===== src/rtl/acpo_sa_readout.sv =====
// acpo_sa_readout: drains the pooled-feature data/address BRAMs once every pooling
// lane has reported end of frame, and streams {data, address, last} downstream.
//
// Ports:
//   clk, rst                  clock, synchronous active-high reset
//   pool_last_i               per-lane end-of-frame pulses
//   num_entries_i             entries per bank for this frame
//   enb_d_sa / addrb_d_sa     data BRAM read port ({bank, entry} address)
//   enb_a / addrb_a           address BRAM read port (mirrors the data port)
//   dob_d_sa / dob_a          BRAM read data, valid one cycle after enable
//   out_valid_o/out_ready_i   output stream handshake
//   out_data_o/out_addr_o/out_last_o  output stream payload
//   busy_o                    frame readout in progress
//   done_o                    one-cycle pulse when a frame completes
module acpo_sa_readout #(
    parameter int unsigned SRAM_DEPTH     = 1024,
    parameter int unsigned BAND_WIDTH     = 16,
    parameter int unsigned POOL_NUM       = 16,
    parameter int unsigned DATA_WIDTH     = 8,
    parameter int unsigned ADDR_OUT_WIDTH = 10,
    parameter int unsigned SKID_DEPTH     = 2
) (
    input  logic                                                clk,
    input  logic                                                rst,
    input  logic [POOL_NUM-1:0]                                 pool_last_i,
    input  logic [$clog2(SRAM_DEPTH):0]                         num_entries_i,
    output logic                                                enb_d_sa,
    output logic [$clog2(SRAM_DEPTH)+$clog2(BAND_WIDTH)-1:0]    addrb_d_sa,
    output logic                                                enb_a,
    output logic [$clog2(SRAM_DEPTH)+$clog2(BAND_WIDTH)-1:0]    addrb_a,
    input  logic [DATA_WIDTH-1:0]                               dob_d_sa,
    input  logic [ADDR_OUT_WIDTH-1:0]                           dob_a,
    output logic                                                out_valid_o,
    input  logic                                                out_ready_i,
    output logic [DATA_WIDTH-1:0]                               out_data_o,
    output logic [ADDR_OUT_WIDTH-1:0]                           out_addr_o,
    output logic                                                out_last_o,
    output logic                                                busy_o,
    output logic                                                done_o
);

    localparam int unsigned EW = $clog2(SRAM_DEPTH);
    localparam int unsigned BW = $clog2(BAND_WIDTH);
    localparam int unsigned NW = EW + 1;
    localparam int unsigned PW = (SKID_DEPTH > 1) ? $clog2(SKID_DEPTH) : 1;
    localparam int unsigned CW = $clog2(SKID_DEPTH + 1);
    localparam int unsigned OW = CW + 1;
    localparam int unsigned FW = DATA_WIDTH + ADDR_OUT_WIDTH + 1;

    typedef enum logic [1:0] {StIdle, StRun, StDrain} state_e;

    state_e              state_q, state_d;
    logic [POOL_NUM-1:0] mask_q, mask_d;
    logic [NW-1:0]       n_q, n_d;
    logic [BW-1:0]       bank_q, bank_d;
    logic [EW-1:0]       entry_q, entry_d;
    logic                inflight_q, inflight_last_q;
    logic                zero_done_q, zero_done_d;

    logic [FW-1:0]       mem [SKID_DEPTH];
    logic [PW-1:0]       wr_ptr_q, rd_ptr_q;
    logic [CW-1:0]       count_q;
    logic [FW-1:0]       head;

    logic                mask_all, pop, push, room, entry_end, last_addr;
    logic                issue, issue_last, done_drain;
    logic [OW-1:0]       occ;

    function automatic logic [PW-1:0] ptr_inc(input logic [PW-1:0] p);
        return (p == PW'(SKID_DEPTH - 1)) ? '0 : p + PW'(1);
    endfunction

    always_comb begin
        mask_all  = &(mask_q | pool_last_i);
        pop       = out_valid_o && out_ready_i;
        push      = inflight_q;
        // Slots that will be committed once this cycle's pop has drained; a new read
        // may only be issued if its beat is guaranteed a FIFO slot on arrival.
        occ       = OW'(count_q) + OW'(inflight_q) - OW'(pop);
        room      = occ < OW'(SKID_DEPTH);
        entry_end = (NW'(entry_q) + NW'(1)) == n_q;
        last_addr = entry_end && (bank_q == BW'(BAND_WIDTH - 1));

        state_d     = state_q;
        mask_d      = mask_q;
        n_d         = n_q;
        bank_d      = bank_q;
        entry_d     = entry_q;
        zero_done_d = 1'b0;
        issue       = 1'b0;
        issue_last  = 1'b0;
        done_drain  = 1'b0;

        unique case (state_q)
            StIdle: begin
                mask_d = mask_q | pool_last_i;
                if (mask_all) begin
                    mask_d = '0;
                    if (num_entries_i == '0) begin
                        zero_done_d = 1'b1;
                    end else begin
                        n_d     = num_entries_i;
                        bank_d  = '0;
                        entry_d = '0;
                        state_d = StRun;
                    end
                end
            end
            StRun: begin
                if (room) begin
                    issue      = 1'b1;
                    issue_last = last_addr;
                    if (entry_end) begin
                        entry_d = '0;
                        bank_d  = bank_q + BW'(1);
                    end else begin
                        entry_d = entry_q + EW'(1);
                    end
                    if (last_addr) state_d = StDrain;
                end
            end
            StDrain: begin
                if (count_q == '0 && !inflight_q) begin
                    done_drain = 1'b1;
                    state_d    = StIdle;
                end
            end
            default: state_d = StIdle;
        endcase
    end

    always_ff @(posedge clk) begin
        if (rst) begin
            state_q         <= StIdle;
            mask_q          <= '0;
            n_q             <= '0;
            bank_q          <= '0;
            entry_q         <= '0;
            inflight_q      <= 1'b0;
            inflight_last_q <= 1'b0;
            zero_done_q     <= 1'b0;
            wr_ptr_q        <= '0;
            rd_ptr_q        <= '0;
            count_q         <= '0;
        end else begin
            state_q         <= state_d;
            mask_q          <= mask_d;
            n_q             <= n_d;
            bank_q          <= bank_d;
            entry_q         <= entry_d;
            inflight_q      <= issue;
            inflight_last_q <= issue_last;
            zero_done_q     <= zero_done_d;
            if (push) wr_ptr_q <= ptr_inc(wr_ptr_q);
            if (pop)  rd_ptr_q <= ptr_inc(rd_ptr_q);
            count_q <= count_q + CW'(push) - CW'(pop);
        end
    end

    // FIFO storage needs no reset: every output is gated by out_valid_o.
    always_ff @(posedge clk) begin
        if (push) mem[wr_ptr_q] <= {dob_d_sa, dob_a, inflight_last_q};
    end

    always_comb begin
        head        = mem[rd_ptr_q];
        out_valid_o = count_q != '0;
        out_data_o  = out_valid_o ? head[FW-1 -: DATA_WIDTH] : '0;
        out_addr_o  = out_valid_o ? head[ADDR_OUT_WIDTH:1] : '0;
        out_last_o  = out_valid_o && head[0];
        enb_d_sa    = issue;
        enb_a       = issue;
        addrb_d_sa  = issue ? {bank_q, entry_q} : '0;
        addrb_a     = addrb_d_sa;
        busy_o      = state_q != StIdle;
        done_o      = zero_done_q || done_drain;
    end

endmodule


===== config.mk =====
export PLATFORM = sky130hd
export DESIGN_NAME = acpo_sa_readout
export DESIGN_NICKNAME = d
export VERILOG_FILES = /design/src/rtl/acpo_sa_readout.sv
export SDC_FILE = /design/constraint.sdc
export NUM_CORES = 1
export LEC_CHECK = 0
export ABC_AREA = 0
export BUFFER_PORTS_ARGS = -buffer_cell sky130_fd_sc_hd__buf_2
export CAP_MARGIN = 20
export CORE_ASPECT_RATIO = 1.25
export CORE_MARGIN = 2
export CORE_UTILIZATION = 39
export CTS_BUF_LIST = sky130_fd_sc_hd__clkbuf_8
export CTS_CLUSTER_SIZE = 24
export DETAILED_ROUTE_END_ITERATION = 8
export PLACE_DENSITY = 0.6
export SYNTH_ARGS = -nofsm -noshare
export SYNTH_HDL_FRONTEND = slang
export SYNTH_SLANG_ARGS = --single-unit

===== constraint.sdc =====
create_clock -name clk -period 3.2 [get_ports clk]
set_input_delay 0.16 -clock clk [delete_from_list [all_inputs] [get_ports clk]]
set_output_delay 0.16 -clock clk [all_outputs]
set_load 0.02 [all_outputs]

-- After elaboration in Yosys (flattened, before gate mapping)
Memory sizes are Yosys's and may differ from the RTL's. A register that Yosys moved wholly into a read port is not among the register bits.
Index checks and enable logic that the tools add are counted.
- bits in registers: 50
- memory bits (writable): 38
- bits of input ports: 48
- word-level logic and storage cells: 88
- memories kept: 1
- add/subtract/negate cells: 9
- order comparisons: 1
- eq/ne operators: 10
- muxes and demuxes: 31
- bitwise logic cells: 6
- reduce and logical (&&, ||, !) cells: 19
- memories (memory ; depth ; width ; rd ports ; clocked after Yosys merged registers in ; wr ports ; line ; source):
    mem ; 2 ; 19 ; 1 ; 1 ; 1 ; 60 ; logic [FW-1:0] mem [SKID_DEPTH];
- operators by type and width (kind ; count):
    $mux 10 ; 5
    $pmux 10 s2 ; 1
    $reduce_and 18->1 ; 1
    $mux 16 ; 1
    $mux 4 ; 4
    $or 16x16->16 ; 1
    $reduce_and 16->1 ; 1
    $mux 14 ; 1
    $ne 2x2->1 const B ; 6
    $add 10x1->11 const B ; 1
    $eq 11x11->1 ; 1
    $logic_not 11->1 ; 1
    $mux 1 ; 11
    $add 10x1->10 const B ; 1
    $mux 2 ; 5
    $reduce_and 5->1 ; 2
    $mux 8 ; 1
    $pmux 4 s2 ; 1
    $pmux 2 s3 ; 1
    $reduce_bool 2->1 ; 3
    $reduce_or 3->1 ; 2
    $not 1->1 ; 5
    $add 4x1->4 const B ; 1
    $eq 4x4->1 const B ; 1
    other kinds (13) ; 18

-- Longest topological paths before layout
- depth in word-level cells: 7
- depth in mapped cells: 13

-- Worst setup path after synthesis
No wires, ideal clock.
- kind: flip-flop to output port
- start: reg count_q[1]
- end: out addrb_d_sa[10]
- arrival time: 2781 ps
- path slack: 259 ps
- cell stages (with the launch flop): 14
- path through: dfxtp_1 > nor2_1 > nor2b_1 > ha_1 > inv_1 > ha_1 > inv_1 > fa_1 > xnor2_1 > nand2_1 > nor2_1 > clkbuf_1 > and2_1 > buf_4
- word-level cells in the longest chain between the ends: 7
- elaborated cells on any way between the ends: 8
- those cells by class: 2 x add/sub; 1 x order compare; 3 x mux; 2 x reduce/logical
- RTL lines (what ; line ; source):
    start, declared ; 62 ; logic [CW-1:0] count_q;
    start signal, assigned ; 156 ; count_q <= count_q + CW'(push) - CW'(pop);
    $reduce_bool 2->1 ; 167 ; out_valid_o = count_q != '0;
    $logic_and 1x1->1 ; 75 ; pop = out_valid_o && out_ready_i;
    via pop ; 65 ; logic mask_all, pop, push, room, entry_end, last_addr;
    $sub 3x1->3 ; 79 ; occ = OW'(count_q) + OW'(inflight_q) - OW'(pop);
    $lt 3x2->1 ; 80 ; room = occ < OW'(SKID_DEPTH);
    $mux 1 ; 110 ; if (room) begin
    $mux 1 ; 94 ; unique case (state_q)
    via enb_a ; 29 ; output logic enb_a,
    $mux 14 ; 173 ; addrb_d_sa = issue ? {bank_q, entry_q} : '0;
    end, declared ; 28 ; output logic [$clog2(SRAM_DEPTH)+$clog2(BAND_WIDTH)-1:0] addrb_d_sa,
The timed path passes the listed nets, and every way through them passes these cells.

-- Worst setup path after layout
- start: reg count_q[1]
- end: out addrb_a[1]
- word-level cells in the longest chain between the ends: 7
- elaborated cells on any way between the ends: 8
- those cells by class: 2 x add/sub; 1 x order compare; 3 x mux; 2 x reduce/logical
- RTL lines (what ; line ; source):
    $reduce_bool 2->1 ; 167 ;
    $logic_and 1x1->1 ; 75 ;
    via pop ; 65 ;
    $sub 3x1->3 ; 79 ;
    $lt 3x2->1 ; 80 ;
    $mux 1 ; 110 ;
    $mux 1 ; 94 ;
    $mux 14 ; 173 ;
    end, declared ; 30 ; output logic [$clog2(SRAM_DEPTH)+$clog2(BAND_WIDTH)-1:0] addrb_a,
The timed path passes the listed nets, and every way through them passes these cells.

==> metrics.cfg <==
[grt]
overflow=0
grt_usage=0.165
antenna_found_initial=0
grt_pass1_vias=3098
grt_pass1_wl_mm=14.4
grt_max_degree=27

[critical_path]
crit_fanout=7
crit_path_end=addrb_a[1]
worstReg2RegStart=count_q[1]
end_kind=output port
r2r_cells=14
required_ps=3040
critPathKind=register to output port
r2r_slack_ps=450
critPathLaunchType=register
cp_data_arrival_time_ps=2810
startpoint=count_q[1]
r2r_end=entry_q[8]

[sta]
slew_headroom=0.362
tns_ps=0
setup_viol=0
fmax_ghz=0.337
worstMarginPinSlew_ps=953
finalHoldViolCount=0
rsz0062_at_grt=no
slew_viol_final=0
fin_skew_ps=7.89
post-route-period-util=0.927
fin_crit_ps=2970

[logic_synthesis]
synthTopCellsByArea=edfxtp_1 28%, dfxtp_1 25%, mux2i_1 7.7%
yosys-top-cells-count=70 x nor2_1, 51 x dfxtp_1, 38 x edfxtp_1
ys.flop_type=dfxtp_1
synthArstFlopShare=0
synth_cells=395
yosysSeqAreaShare=0.537
synth_cell_types=46
synth_edf_count=38
yosys_warnings=0
synthesis.area_mm2=0.00402
synth_top_area_cell=edfxtp_1
synth_fp_nets=448
syn_area_per_cell_um2=10.2
post-synth-top-count-cell=nor2_1
synth_top_cell_area_share=0.284
ys_seq_elements=89

[floorplan]
io_pins=100
fp-row-count=41
dieArea_mm2=0.0111
fp.dieW_um=94.8
dieHeight_um=118
coreArea_mm2=0.0101
start_util=0.400

[placed_design]
place.port_buffers=99
gp_congestion=0.910
dpl.hpwl_mm=6.64

[layout]
nNetsFinal=551
insertedDiodeCount=0
fin_util=0.497
final_layout_size_suffix_gt1_frac=0.272
area_delta_synth_final_pct=24.3

[detailed_routing]
drt_first_pass_iters=4
drt_wl_total_mm=9.12
drc_errors=0
routed_via_density=4.99
wl_per_cell_um=14.4
ant_nets=0
vias=3155
drtIter0Drc=106

[clocking]
cts_max_path_buffers=2
cts_num_sinks=89
clk_pin_slew_ps=90
cts_tree=yes
numCtsBuffers=9
cts_setup_buffers=0
cts_max_level=3
clk-insertion-delay-late_ps=360
cts-root-buf=clkbuf_8

[power]
p_leak_uw=0.00200
powerDensity_mw_per_mm2=496
vdd_ir_drop_max_v=0.000268

[outcome]
status=complete, no violations

[flow_run]
maxCapViolations=0

[worst_hold_path]
min_path_type=input pin to register

[area by class of cell]
class | count | area, µm²
fillers | 985 | 5060
flip-flops and latches | 89 | 2170
multi-input cells | 261 | 1640
repair buffers | 125 | 764
well taps | 129 | 161
clock buffers | 9 | 124
clock inverters | 7 | 95.1
inverters | 12 | 45.0
[power by group]
part / internal (µW) / switching, µW
combinational: 168 / 253
sequential: 1210 / 14.5
clock: 441 / 396
total: 1820 / 663
[worst max-delay path, stage by stage (launching register included)]
cell     delay (ps)
dfxtp_4         370
nor2_2          140
nor2b_2          70
ha_1            270
inv_1            50
ha_1            120
inv_1            50
fa_1            400
xnor2_1         140
nand2_1          90
buf_4           170
nor2_4          100
buf_6           130
and2_1          180
buf_4           160
[through the flow]
stage                     area, µm²  instances  total power (µW)  hold slack, ps  setup WS (ps)
final                          5000        632              2480            35.7            234
after global routing           5000        632              2600            40.4           6.52
after CTS                      4950        631              2500            23.2           41.3
after detailed placement       4550        597              1650             352            359
after global placement         4550        597              1640             349            479
after floorplan                4020        395              1500             259            259
[how the worst min path moves through the flow]
stage	end	from	depth (start not counted)	slack (ps)
3_5_place_dp	mem[0][3]	dob_a[2]	1	350
6_report	mask_q[14]	pool_last_i[14]	3	40
5_1_grt	n_q[5]	num_entries_i[5]	3	40
4_1_cts	mask_q[14]	pool_last_i[14]	3	20
3_3_place_gp	mem[0][3]	dob_a[2]	1	350
2_1_floorplan	mem[0][10]	dob_a[9]	0	260
[registers in the layout, indices dropped and copies added, names as in the netlist, named ones only]
register and cells:
entry_q 10, mem 38, mask_q 16, rd_ptr_q 1, inflight_last_q 1, state_q 2, wr_ptr_q 1, zero_done_q 1
bank_q 4, count_q 2, inflight_q 1, n_q 11
[timing repair]
| item | CTS | global route |
|---|---|---|
| hold buffers | 18 | 0 |
| endpoints found under the hold margin | 36 | 0 |
| endpoints found under the setup margin | 0 | 32 |
| resized for setup | 0 | 19 |
[cell families (layout without fill, tap and decap cells)]
family,count (synthesis),after routing,synth area share
AND/OR/NAND/NOR,152,152,0.188
flip-flops,89,89,0.537
multiplexers,31,31,0.0771
XOR/XNOR,17,17,0.0370
AO/OA/AOI/OAI,56,56,0.0855
buffers and inverters,45,153,0.0579
adder cells (fa/ha/maj),5,5,0.0174
[metal layers]
| layer | GRT usage | up-vias | routed length, µm |
|---|---|---|---|
| li1 | - | 1578 | - |
| met1 | 0.189 | 1498 | 3850 |
| met2 | 0.293 | 70 | 4830 |
| met3 | 0.0327 | 9 | 328 |
| met4 | 0.0652 | 0 | 110 |
| met5 | 0 | - | 0 |
[placed cells by master, fill, tap and decap left out, types with 2 or more instances in the layout]
cell / n
nand4_1: 7
buf_2: 89
nor3_1: 7
mux2i_1: 31
a21oi_1: 21
bufinv_16: 2
buf_4: 17
o21ai_1: 2
clkinv_4: 2
nand2_1: 11
nand3b_1: 2
a22oi_1: 2
xnor2_1: 9
nand3_1: 12
o211ai_1: 4
o21ai_0: 4
edfxtp_1: 38
a211o_1: 2
and2_1: 15
nand2b_1: 5
xor2_1: 8
nor2b_2: 2
dfxtp_1: 50
nor4_1: 4
clkbuf_8: 9
o31ai_1: 5
dlygate4sd3_1: 18
inv_2: 3
inv_1: 10
o22ai_1: 10
ha_1: 4
nor2_1: 68
a31oi_1: 2
or4_1: 3
and3_1: 4
nor2_2: 2
Note: power is estimated with default switching activity, not from simulation.
